### src/rtl/alu_seq_unit_if.sv
// Issue/writeback handshake bundle for alu_seq_unit.
// Carries operands and opcode toward the unit, and the registered result and flags back.
interface alu_seq_unit_if #(
  parameter int Width = 16
);
  logic             in_valid;
  logic             in_ready;
  logic [Width-1:0] A;
  logic [Width-1:0] B;
  logic             Cin;
  logic [4:0]       F;
  logic             out_valid;
  logic             out_ready;
  logic [Width-1:0] Out;
  logic [5:0]       Status;

  modport master (
    output in_valid, A, B, Cin, F, out_ready,
    input  in_ready, out_valid, Out, Status
  );

  modport slave (
    input  in_valid, A, B, Cin, F, out_ready,
    output in_ready, out_valid, Out, Status
  );
endinterface

### src/rtl/alu_seq_unit.sv
// Handshaked ALU with registered result/flags, shift-add multiply and optional restoring divide.
// Define ALU_SEQ_DIV_EN to build the divider for F=18/19; otherwise those opcodes are illegal.
module alu_seq_unit #(
  parameter  int Width   = 16,
  localparam int SHAMT_W = $clog2(Width)
) (
  input logic           clk,
  input logic           rst,
  alu_seq_unit_if.slave bus
);

  typedef enum logic [1:0] {S_IDLE, S_CALC, S_DONE} state_t;
  typedef enum logic [1:0] {IT_MULLO, IT_MULHI, IT_DIV, IT_MOD} iter_op_t;

  state_t             state_q, state_n;
  iter_op_t           op_q;
  logic [Width-1:0]   hi_q, lo_q, opd_q, out_q;
  logic [5:0]         status_q;
  logic [SHAMT_W-1:0] cnt_q;

  logic               accept, start_iter, res_we;
  logic [Width-1:0]   hi_n, lo_n, res_out;
  logic [5:0]         res_status;

  logic [Width-1:0]   sc_out, opb;
  logic               sc_c, sc_v, sc_e;
  logic [Width:0]     sum_w, shw, mul_w;
  logic [2*Width-1:0] rot_w;
  logic [SHAMT_W-1:0] sh, rot_amt;

  // Status layout: {E, P, V, N, Z, C}; P is set when Out holds an even number of ones.
  function automatic logic [5:0] pack_flags(input logic [Width-1:0] o,
                                            input logic c, input logic v, input logic e);
    return {e, ~^o, v, o[Width-1], ~|o, c};
  endfunction

  assign bus.in_ready  = (state_q == S_IDLE) && !rst;
  assign bus.out_valid = (state_q == S_DONE);
  assign bus.Out       = out_q;
  assign bus.Status    = status_q;
  assign accept        = bus.in_valid && bus.in_ready;

`ifdef ALU_SEQ_DIV_EN
  // A zero divisor finishes in one cycle through the single-cycle path.
  assign start_iter = accept && (bus.F[4:2] == 3'b100) && (!bus.F[1] || (bus.B != '0));
`else
  assign start_iter = accept && (bus.F[4:1] == 4'b1000);
`endif

  // Single-cycle datapath, evaluated on the live inputs and captured on accept.
  always_comb begin
    // NOTE: every output gets a default first so no path leaves a latch behind.
    sc_out  = '0;
    sc_c    = 1'b0;
    sc_v    = 1'b0;
    sc_e    = 1'b0;
    opb     = bus.B;
    sum_w   = '0;
    shw     = '0;
    rot_w   = '0;
    sh      = bus.B[SHAMT_W-1:0];
    rot_amt = SHAMT_W'(32'(sh) % 32'(Width));
    case (bus.F)
      5'd0, 5'd1, 5'd13: begin
        if (bus.F == 5'd13) opb = Width'(1);
        sum_w  = {1'b0, bus.A} + {1'b0, opb} + {{Width{1'b0}}, bus.Cin & (bus.F == 5'd1)};
        sc_out = sum_w[Width-1:0];
        sc_c   = sum_w[Width];
        sc_v   = (bus.A[Width-1] == opb[Width-1]) && (sum_w[Width-1] != bus.A[Width-1]);
      end
      5'd2, 5'd3, 5'd14: begin
        if (bus.F == 5'd14) opb = Width'(1);
        sum_w  = {1'b0, bus.A} - {1'b0, opb} - {{Width{1'b0}}, bus.Cin & (bus.F == 5'd3)};
        sc_out = sum_w[Width-1:0];
        sc_c   = sum_w[Width];
        sc_v   = (bus.A[Width-1] != opb[Width-1]) && (sum_w[Width-1] != bus.A[Width-1]);
      end
      5'd4:  sc_out = bus.A & bus.B;
      5'd5:  sc_out = bus.A | bus.B;
      5'd6:  sc_out = bus.A ^ bus.B;
      5'd7:  sc_out = ~bus.A;
      // Shifts carry one guard bit so the last bit shifted out lands in a fixed position.
      5'd8: begin
        shw    = {1'b0, bus.A} << sh;
        sc_out = shw[Width-1:0];
        sc_c   = shw[Width];
      end
      5'd9: begin
        shw    = {bus.A, 1'b0} >> sh;
        sc_out = shw[Width:1];
        sc_c   = shw[0];
      end
      5'd10: begin
        shw    = $signed({bus.A, 1'b0}) >>> sh;
        sc_out = shw[Width:1];
        sc_c   = shw[0];
      end
      5'd11: begin
        rot_w  = {bus.A, bus.A} << rot_amt;
        sc_out = rot_w[2*Width-1:Width];
        sc_c   = (sh != '0) && sc_out[0];
      end
      5'd12: begin
        rot_w  = {bus.A, bus.A} >> rot_amt;
        sc_out = rot_w[Width-1:0];
        sc_c   = (sh != '0) && sc_out[Width-1];
      end
      5'd15: sc_out = bus.B;
`ifdef ALU_SEQ_DIV_EN
      5'd18: begin
        sc_out = '1;
        sc_e   = 1'b1;
      end
      5'd19: begin
        sc_out = bus.A;
        sc_e   = 1'b1;
      end
`endif
      default: sc_e = 1'b1;
    endcase
  end

  // One iteration step: shift-add for multiply, restore-on-negative for divide.
  always_comb begin
    hi_n  = hi_q;
    lo_n  = lo_q;
    mul_w = {1'b0, hi_q} + (lo_q[0] ? {1'b0, opd_q} : '0);
    if (op_q inside {IT_MULLO, IT_MULHI}) begin
      hi_n = mul_w[Width:1];
      lo_n = {mul_w[0], lo_q[Width-1:1]};
    end
`ifdef ALU_SEQ_DIV_EN
    else begin : div_step
      logic [Width:0] trial, diff;
      trial = {hi_q, lo_q[Width-1]};
      diff  = trial - {1'b0, opd_q};
      if (!diff[Width]) begin
        hi_n = diff[Width-1:0];
        lo_n = {lo_q[Width-2:0], 1'b1};
      end else begin
        hi_n = trial[Width-1:0];
        lo_n = {lo_q[Width-2:0], 1'b0};
      end
    end
`endif
  end

  always_comb begin
    state_n    = state_q;
    res_we     = 1'b0;
    res_out    = out_q;
    res_status = status_q;
    unique case (state_q)
      S_IDLE: begin
        if (accept) begin
          if (start_iter) begin
            state_n = S_CALC;
          end else begin
            state_n    = S_DONE;
            res_we     = 1'b1;
            res_out    = sc_out;
            res_status = pack_flags(sc_out, sc_c, sc_v, sc_e);
          end
        end
      end
      S_CALC: begin
        if (cnt_q == '0) begin
          state_n = S_DONE;
          res_we  = 1'b1;
          case (op_q)
            IT_MULLO: begin
              res_out    = lo_n;
              res_status = pack_flags(lo_n, |hi_n, |hi_n, 1'b0);
            end
            IT_MULHI: begin
              res_out    = hi_n;
              res_status = pack_flags(hi_n, 1'b0, 1'b0, 1'b0);
            end
`ifdef ALU_SEQ_DIV_EN
            IT_DIV: begin
              res_out    = lo_n;
              res_status = pack_flags(lo_n, 1'b0, 1'b0, 1'b0);
            end
            IT_MOD: begin
              res_out    = hi_n;
              res_status = pack_flags(hi_n, 1'b0, 1'b0, 1'b0);
            end
`endif
            default: res_we = 1'b1;
          endcase
        end
      end
      S_DONE: begin
        if (bus.out_valid && bus.out_ready) state_n = S_IDLE;
      end
      default: state_n = S_IDLE;
    endcase
  end

  always_ff @(posedge clk) begin
    // NOTE: registers are updated with <= so every flop samples pre-edge values.
    if (rst) state_q <= S_IDLE;
    else     state_q <= state_n;
  end

  // Reset clears the accumulators too, so an interrupted iteration leaves nothing behind.
  always_ff @(posedge clk) begin
    if (rst) begin
      hi_q     <= '0;
      lo_q     <= '0;
      opd_q    <= '0;
      op_q     <= IT_MULLO;
      cnt_q    <= '0;
      out_q    <= '0;
      status_q <= '0;
    end else begin
      if (start_iter) begin
        hi_q  <= '0;
        lo_q  <= bus.F[1] ? bus.A : bus.B;
        opd_q <= bus.F[1] ? bus.B : bus.A;
        op_q  <= iter_op_t'(bus.F[1:0]);
        cnt_q <= SHAMT_W'(Width - 1);
      end else if (state_q == S_CALC) begin
        hi_q  <= hi_n;
        lo_q  <= lo_n;
        cnt_q <= cnt_q - SHAMT_W'(1);
      end
      if (res_we) begin
        out_q    <= res_out;
        status_q <= res_status;
      end
    end
  end

endmodule

### src/flat_wrapper.sv
// flat-port wrapper written by rule: the top's interface ports become plain ports
module alu_seq_unit_flat 
#(
  parameter  int Width   = 16,
  localparam int SHAMT_W = $clog2(Width)
)
  (clk, rst, bus_in_valid, bus_A, bus_B, bus_Cin, bus_F, bus_out_ready, bus_in_ready, bus_out_valid, bus_Out, bus_Status);
  alu_seq_unit_if #(.Width(Width)) bus_i ();
  input logic clk;
  input logic rst;
  input wire logic [$bits(bus_i.in_valid)-1:0] bus_in_valid;
  input wire logic [$bits(bus_i.A)-1:0] bus_A;
  input wire logic [$bits(bus_i.B)-1:0] bus_B;
  input wire logic [$bits(bus_i.Cin)-1:0] bus_Cin;
  input wire logic [$bits(bus_i.F)-1:0] bus_F;
  input wire logic [$bits(bus_i.out_ready)-1:0] bus_out_ready;
  output wire logic [$bits(bus_i.in_ready)-1:0] bus_in_ready;
  output wire logic [$bits(bus_i.out_valid)-1:0] bus_out_valid;
  output wire logic [$bits(bus_i.Out)-1:0] bus_Out;
  output wire logic [$bits(bus_i.Status)-1:0] bus_Status;
  assign bus_i.in_valid = bus_in_valid;
  assign bus_i.A = bus_A;
  assign bus_i.B = bus_B;
  assign bus_i.Cin = bus_Cin;
  assign bus_i.F = bus_F;
  assign bus_i.out_ready = bus_out_ready;
  assign bus_in_ready = bus_i.in_ready;
  assign bus_out_valid = bus_i.out_valid;
  assign bus_Out = bus_i.Out;
  assign bus_Status = bus_i.Status;
  alu_seq_unit #(.Width(Width)) u_core (.clk(clk), .rst(rst), .bus(bus_i));
endmodule
### config.mk
export PLATFORM = sky130hd
export DESIGN_NAME = alu_seq_unit_flat
export DESIGN_NICKNAME = d
export VERILOG_FILES = /design/src/rtl/alu_seq_unit_if.sv /design/src/rtl/alu_seq_unit.sv /design/src/flat_wrapper.sv
export SDC_FILE = /design/constraint.sdc
export NUM_CORES = 1
export LEC_CHECK = 0
export BUFFER_PORTS_ARGS = -buffer_cell sky130_fd_sc_hd__buf_2
export CAP_MARGIN = 25
export CORE_MARGIN = 2
export CORE_UTILIZATION = 52
export CTS_CLUSTER_SIZE = 12
export DETAILED_ROUTE_END_ITERATION = 12
export GPL_TIMING_DRIVEN = 0
export HOLD_SLACK_MARGIN = 0.1
export MAX_ROUTING_LAYER = met4
export PLACE_DENSITY_LB_ADDON = 0.12
export RECOVER_POWER = 100
export SLEW_MARGIN = 5
export SYNTH_ARGS = -nofsm -noshare
export SYNTH_HDL_FRONTEND = slang
export SYNTH_SLANG_ARGS = --single-unit
### constraint.sdc
create_clock -name clk -period 7.7 [get_ports clk]
set_input_delay 1.155 -clock clk [delete_from_list [all_inputs] [get_ports clk]]
set_output_delay 1.155 -clock clk [all_outputs]
set_load 0.01 [all_outputs]
Word-level counts from Yosys, hierarchy flattened
Cells that the tools add are included.
Word-level totals
  RAM bits: 0
  input bits: 42
  register bits after elaboration: 78
  bits in read-only memories: 0
  memories kept: 0
  latch bits: 0
Cells by class
  multipliers: 0
  reduce and logical (&&, ||, !) cells: 32
  divide/modulo/power cells: 0
  order comparisons: 0
  add/sub/neg operators: 6
  equality and inequality tests: 28
  bitwise gates (word level): 6
  mux-type cells: 36
  shift-type cells: 5
Operators by type and width (number)
  $mux W16: 14
  $pmux W16 S12: 1
  $pmux W16 S2: 2
  $reduce_or A16 Y1: 4
  $reduce_xnor A16 Y1: 3
  $eq A5 B4 Y1 const B: 8
  $shl A32 B4 Y32: 1
  $shr A32 B4 Y16: 1
  $pmux W6 S2: 2
  $eq A5 B3 Y1 const B: 4
  $mux W6: 3
  $add A16 B16 Y17: 1
  $add A16 B17 Y17: 1
  $add A17 B1 Y17: 1
  $shl A16 B4 Y17: 1
  $shr A17 B4 Y17: 1
  $sshr A17 B4 Y17: 1
  $sub A16 B16 Y17: 1
  $sub A17 B1 Y17: 1
  $and A16 B16 Y16: 1
  $not A16 Y16: 1
  $or A16 B16 Y16: 1
  $xor A16 B16 Y16: 1
  $eq A5 B2 Y1 const B: 2
  other kinds (28): 56

Longest topological paths before layout
  depth after elaboration: 11
  gate-level depth with buffers: 24
  gate-level depth less buffers: 22

Worst setup path after synthesis
Ideal clock, no wire load.
  path kind: input-to-reg
  start: input port bus_F[1]
  end: register u_core.status_q[4] (netlist: u_core.bus.Status[4])
  path slack: 1.628 ns
  arrival: 5.940 ns
  stages on the path: 21
  cells stage by stage: buf_2 buf_1 clkbuf_1 clkbuf_1 nand3_1 fa_1 ha_1 or4b_1 o221a_2 and3_1 or3b_1 a21oi_2 xnor2_1 a221oi_2 ha_1 xnor2_1 xnor2_1 xnor2_1 nand2_1 o211ai_1 a21oi_1
Between the ends
  word-level cells in the longest chain between the ends: 10
  elaborated cells between the ends (all ways): 40
  classes of those cells: add/sub (4); eq/ne (17); mux (11); bitwise (2); reduce/logical (6)
RTL lines
  start: declaration: RTL line flat_wrapper.sv:15  | input wire logic [$bits(bus_i.F)-1:0] bus_F;
  $eq A5 B4 Y1, on equally long branches: RTL line alu_seq_unit.sv:63, alu_seq_unit.sv:72, alu_seq_unit.sv:65
  $mux W16, on equally long branches: RTL line alu_seq_unit.sv:72, alu_seq_unit.sv:65
  $mux W16: RTL line alu_seq_unit.sv:63  | case (bus.F)
  $sub A16 B16 Y17 or $add A16 B16 Y17 (tied branches): RTL line alu_seq_unit.sv:73, alu_seq_unit.sv:66
  $sub A17 B1 Y17 or $add A17 B1 Y17 (tied branches): RTL line alu_seq_unit.sv:73, alu_seq_unit.sv:66
  $pmux W16 S12: RTL line alu_seq_unit.sv:63
  $reduce_xnor A16 Y1: RTL line alu_seq_unit.sv:34  | return {e, ~^o, v, o[Width-1], ~|o, c};
  $mux W6: RTL line alu_seq_unit.sv:156  | if (start_iter) begin
  $mux W6: RTL line alu_seq_unit.sv:155  | if (accept) begin
  $pmux W6 S2: RTL line alu_seq_unit.sv:153  | unique case (state_q)
  end signal: assignment: RTL line alu_seq_unit.sv:230  | status_q <= res_status;
  end: declaration: RTL line alu_seq_unit.sv:18  | logic [5:0] status_q;
Several ways; a longest one is shown, not always the timed one. The select of a mux whose other input is x is not followed.
A chain may end at the register's enable or synchronous reset.

Final worst setup path
Same ends and word-level chain as after synthesis.

==> metrics.md <==
| Metric | Value |
|---|---|
| Power Dens Cells | 123 nW/µm² |
| Proportion of layout cells with a drive suffix above 1 | 8.95% |
| Routed WL | 48600 µm |
| Crit path capture | u_core.bus.Status[4] |
| FF-to-FF path depth | 20 |
| Total power | 1500 µW |
| Vias in the first global route | 12100 |
| Relative slew slack | 34.1% |
| Reg2reg setup slack | 2.20 ns |
| Die width | 151 µm |
| Hold_buf cts | 0 |
| Starting DRC count in detailed routing | 1378 |
| DR vias | 12500 |
| CTS Sinks | 77 |
| Worst-Margin Slew | 0.982 ns |
| GRT overflow | 0 |
| Clock Path Buffers | 2 |
| Synth-to-Final Area Change | 8.10% |
| CP max stage cell | nor3b_1 |
| Clock Skew | 0.0118 ns |
| Initial Utilization | 53.2% |
| Remaining DRCs | 0 |
| Post-synthesis sequential area ratio | 13.7% |
| Root Buffer | clkbuf_16 |
| TNS Setup | 0 ns |
| Cell mode on critical path | xnor2_1 |
| P_leak | 0.00491 µW |
| # rows | 53 |
| Post-detailed-route via-to-cell ratio | 6.77 |
| Critical path cell sequence | buf_2, buf_2, clkbuf_1, clkbuf_1, clkbuf_1, nand3_1, fa_1, ha_1, or4b_1, o221a_2, a31oi_1, xnor2_1, a22oi_1, nor3b_1, ha_1, xnor2_1, xnor2_1, xnor2_1, nand2_1, o211ai_1, a21oi_1 |
| Synthesized area | 11200 µm² |
| Final setup viols | 0 |
| Reg2reg start | u_core.lo_q[0] |
| Period Utilization, post-route | 94.1% |
| Top FF cell, synth | dfxtp_1 |
| Async set or reset register ratio after synthesis | 0% |
| Number of I/O port buffers | 64 |
| Worst-Skew Late Latency | 0.34 ns |
| Post-route ant nets | 0 |
| Reg2reg end | u_core.bus.Status[0] |
| Clock-pin slew on the worst setup and hold paths | 0.07 ns |
| Cells after Synth | 1483 |
| Post-DP HPWL | 38900 µm |
| Start point of the critical path | bus_F[1] |
| DRT Pass-1 Iters | 6 |
| Max VDD drop | 0.109 mV |
| Syn_nets | 1649 |
| TritonCTS clock tree | done |
| RSZ-0062 raised after global routing | no |
| Worst-path fanout max | 10 |
| Max-slew violations | 0 |
| Post-CTS setup buffers | 0 |
| Setup CP Type | in2reg |
| Routed len/inst | 26.4 µm |
| Max incr delay on CP | 0.66 ns |
| Total track usage | 43.8% |
| YS warnings | 0 |
| Flops & latches, synth | 77 |
| Die Area | 22800 µm² |
| Avg Inst Size Synth | 7.57 µm² |
| Total CTS buffers | 9 |
| Worst endpoint required time | 7.90 ns |
| Final hold vios | 0 |
| Resize count post-CTS | 0 |
| First-pass GRT wire length | 71800 µm |
| Htree depth | 3 |
| Maxcap violations | 0 |
| IO Count | 66 |
| Vert. Die Dim | 151 µm |
| Yosys cell types | 88 |
| CP Capture Type | register |
| Initial antenna violation count | 1 |
| Gpl congestion | 1.19 |
| Post-route insts no fill | 1841 |
| HP Class | reg2reg |
| Outcome | finished clean |
| Core area | 21100 µm² |
| Fin nets | 1727 |
| Tmin final | 7.24 ns |
| Startpoint types | primary input |
| Post-synth EDFFs | 0 |
| Largest net degree at the start of global routing | 14 |
| Critical Path AT | 7.45 ns |
| Placed cell count | 1824 |
| Max Clk Rate | 0.138 GHz |
[placed cells by master, fill, tap and decap left out, types with 9 or more instances in the layout]
| cell | synthesis | layout |
|---|---|---|
| a211oi_1 | 52 | 52 |
| a21o_1 | 18 | 18 |
| a21oi_1 | 100 | 101 |
| a221oi_1 | 10 | 11 |
| a22oi_1 | 10 | 10 |
| and2_1 | 26 | 25 |
| and3_1 | 12 | 12 |
| buf_1 | 10 | 10 |
| buf_2 | 19 | 59 |
| clkbuf_1 | 75 | 101 |
| clkbuf_16 | 0 | 9 |
| dfxtp_1 | 77 | 77 |
| ha_1 | 119 | 119 |
| inv_1 | 73 | 73 |
| mux2_2 | 16 | 16 |
| mux2i_1 | 89 | 89 |
| mux4_2 | 33 | 33 |
| nand2_1 | 116 | 116 |
| nand2b_1 | 14 | 14 |
| nand3_1 | 31 | 31 |
| nand4_1 | 14 | 14 |
| nor2_1 | 204 | 204 |
| nor2b_1 | 9 | 9 |
| nor3_1 | 28 | 28 |
| o211ai_1 | 17 | 17 |
| o21a_1 | 9 | 9 |
| o21ai_0 | 64 | 67 |
| o21ai_1 | 12 | 9 |
| o22ai_1 | 16 | 16 |
| xnor2_1 | 43 | 43 |
| xor2_1 | 20 | 20 |
[critical path: cells and delay by family]
| family | cells | cell delay, ns |
|---|---|---|
| simple gates | 4 | 1.55 |
| fa+ha+maj | 3 | 1.10 |
| buf+inv | 5 | 1.99 |
| compound gates | 5 | 1.01 |
| xor+xnor | 4 | 0.62 |
[flip-flops by register name, indices dropped and copies added (netlist names)]
signal	flops
u_core.bus.Out	15
u_core.bus.Status	6
u_core.cnt_q	4
u_core.hi_q	16
u_core.lo_q	16
u_core.op_q	2
u_core.opd_q	16
u_core.state_q	2
[power breakdown]
group | switching, µW | internal (µW)
Clock | 173 | 216
Sequential | 7.44 | 411
Combinational | 436 | 255
[through the flow]
step                      area, µm²  worst slack, ns  hold WS, ns  utilization (%)
final                         12100            0.457        0.457             57.6
after global routing          12100            0.165        0.485             57.6
after global placement        11900            0.453        0.438             56.4
after CTS                     12200            0.759        0.457             57.7
after detailed placement      11900            0.429        0.449             56.4
after floorplan               11200             1.63        0.445                -
[cell usage after synthesis (all sizes together), types with 5 or more instances]
cell type / instances / area (µm²)
a2111oi: 6 / 52.6
a211oi: 52 / 390
a21o: 18 / 135
a21oi: 101 / 509
a221oi: 11 / 103
a22oi: 10 / 75.1
a31oi: 7 / 58.8
and2: 26 / 163
and3: 12 / 75.1
buf: 33 / 163
clkbuf: 75 / 282
dfxtp: 77 / 1540
fa: 5 / 100
ha: 119 / 1490
inv: 76 / 285
mux2: 18 / 206
mux2i: 89 / 891
mux4: 33 / 743
nand2: 116 / 435
nand2b: 14 / 87.6
nand3: 31 / 155
nand4: 14 / 87.6
nor2: 204 / 766
nor2b: 9 / 56.3
nor3: 29 / 150
nor3b: 5 / 42.5
nor4: 6 / 37.5
o211ai: 17 / 128
o21a: 9 / 67.6
o21ai: 76 / 380
o21bai: 6 / 45.0
o221ai: 8 / 70.1
o22ai: 16 / 100
o32ai: 7 / 61.3
or3: 6 / 37.5
xnor2: 43 / 377
xor2: 20 / 175
[metal layers]
metal  GRT usage [%]  vias to the layer above  part of all wire [%]
li1                -                     5611                     -
met2            66.8                      872                    44
met4            29.8                        0                   8.1
met3            11.0                      212                    12
met1            50.7                     5777                    37
met5               -                        -                     0
[cell families after synthesis]
logic type                 count (synthesis)  synth area share [%]
xor gates and xnor gates                  63                  4.91
AOI/OAI and AO/OA                        405                  24.4
muxes                                    140                  16.4
and+or+nand+nor                          490                  19.9
buffers and inverters                    184                  6.50
adders and majority gates                124                  14.2
DFF                                       77                  13.7
[cell type report]
cell class                      count  area [µm²]
Antenna cell                        1        2.50
Buffer                            108         444
Clock buffer                        9         225
Clock inverter                      6        41.3
Fill cell                        2039        8950
Inverter                           76         285
Multi-Input combinational cell   1222        8950
Sequential cell                    77        1540
Tap cell                          275         344
Timing Repair Buffer               67         305
[worst min-delay path by stage]
stage | start | endpoint | slack (ns) | depth (start not counted)
detailed placement | u_core.bus.Out[3] | u_core.bus.Out[3] | 0.45 | 2
finish | u_core.bus.Out[3] | u_core.bus.Out[3] | 0.46 | 2
global placement | u_core.bus.Out[3] | u_core.bus.Out[3] | 0.44 | 2
global route | u_core.bus.Out[3] | u_core.bus.Out[3] | 0.49 | 2
CTS | u_core.bus.Out[3] | u_core.bus.Out[3] | 0.46 | 2
floorplan | u_core.op_q[0] | u_core.op_q[0] | 0.45 | 2
Note: power is estimated with default switching activity, not from simulation.
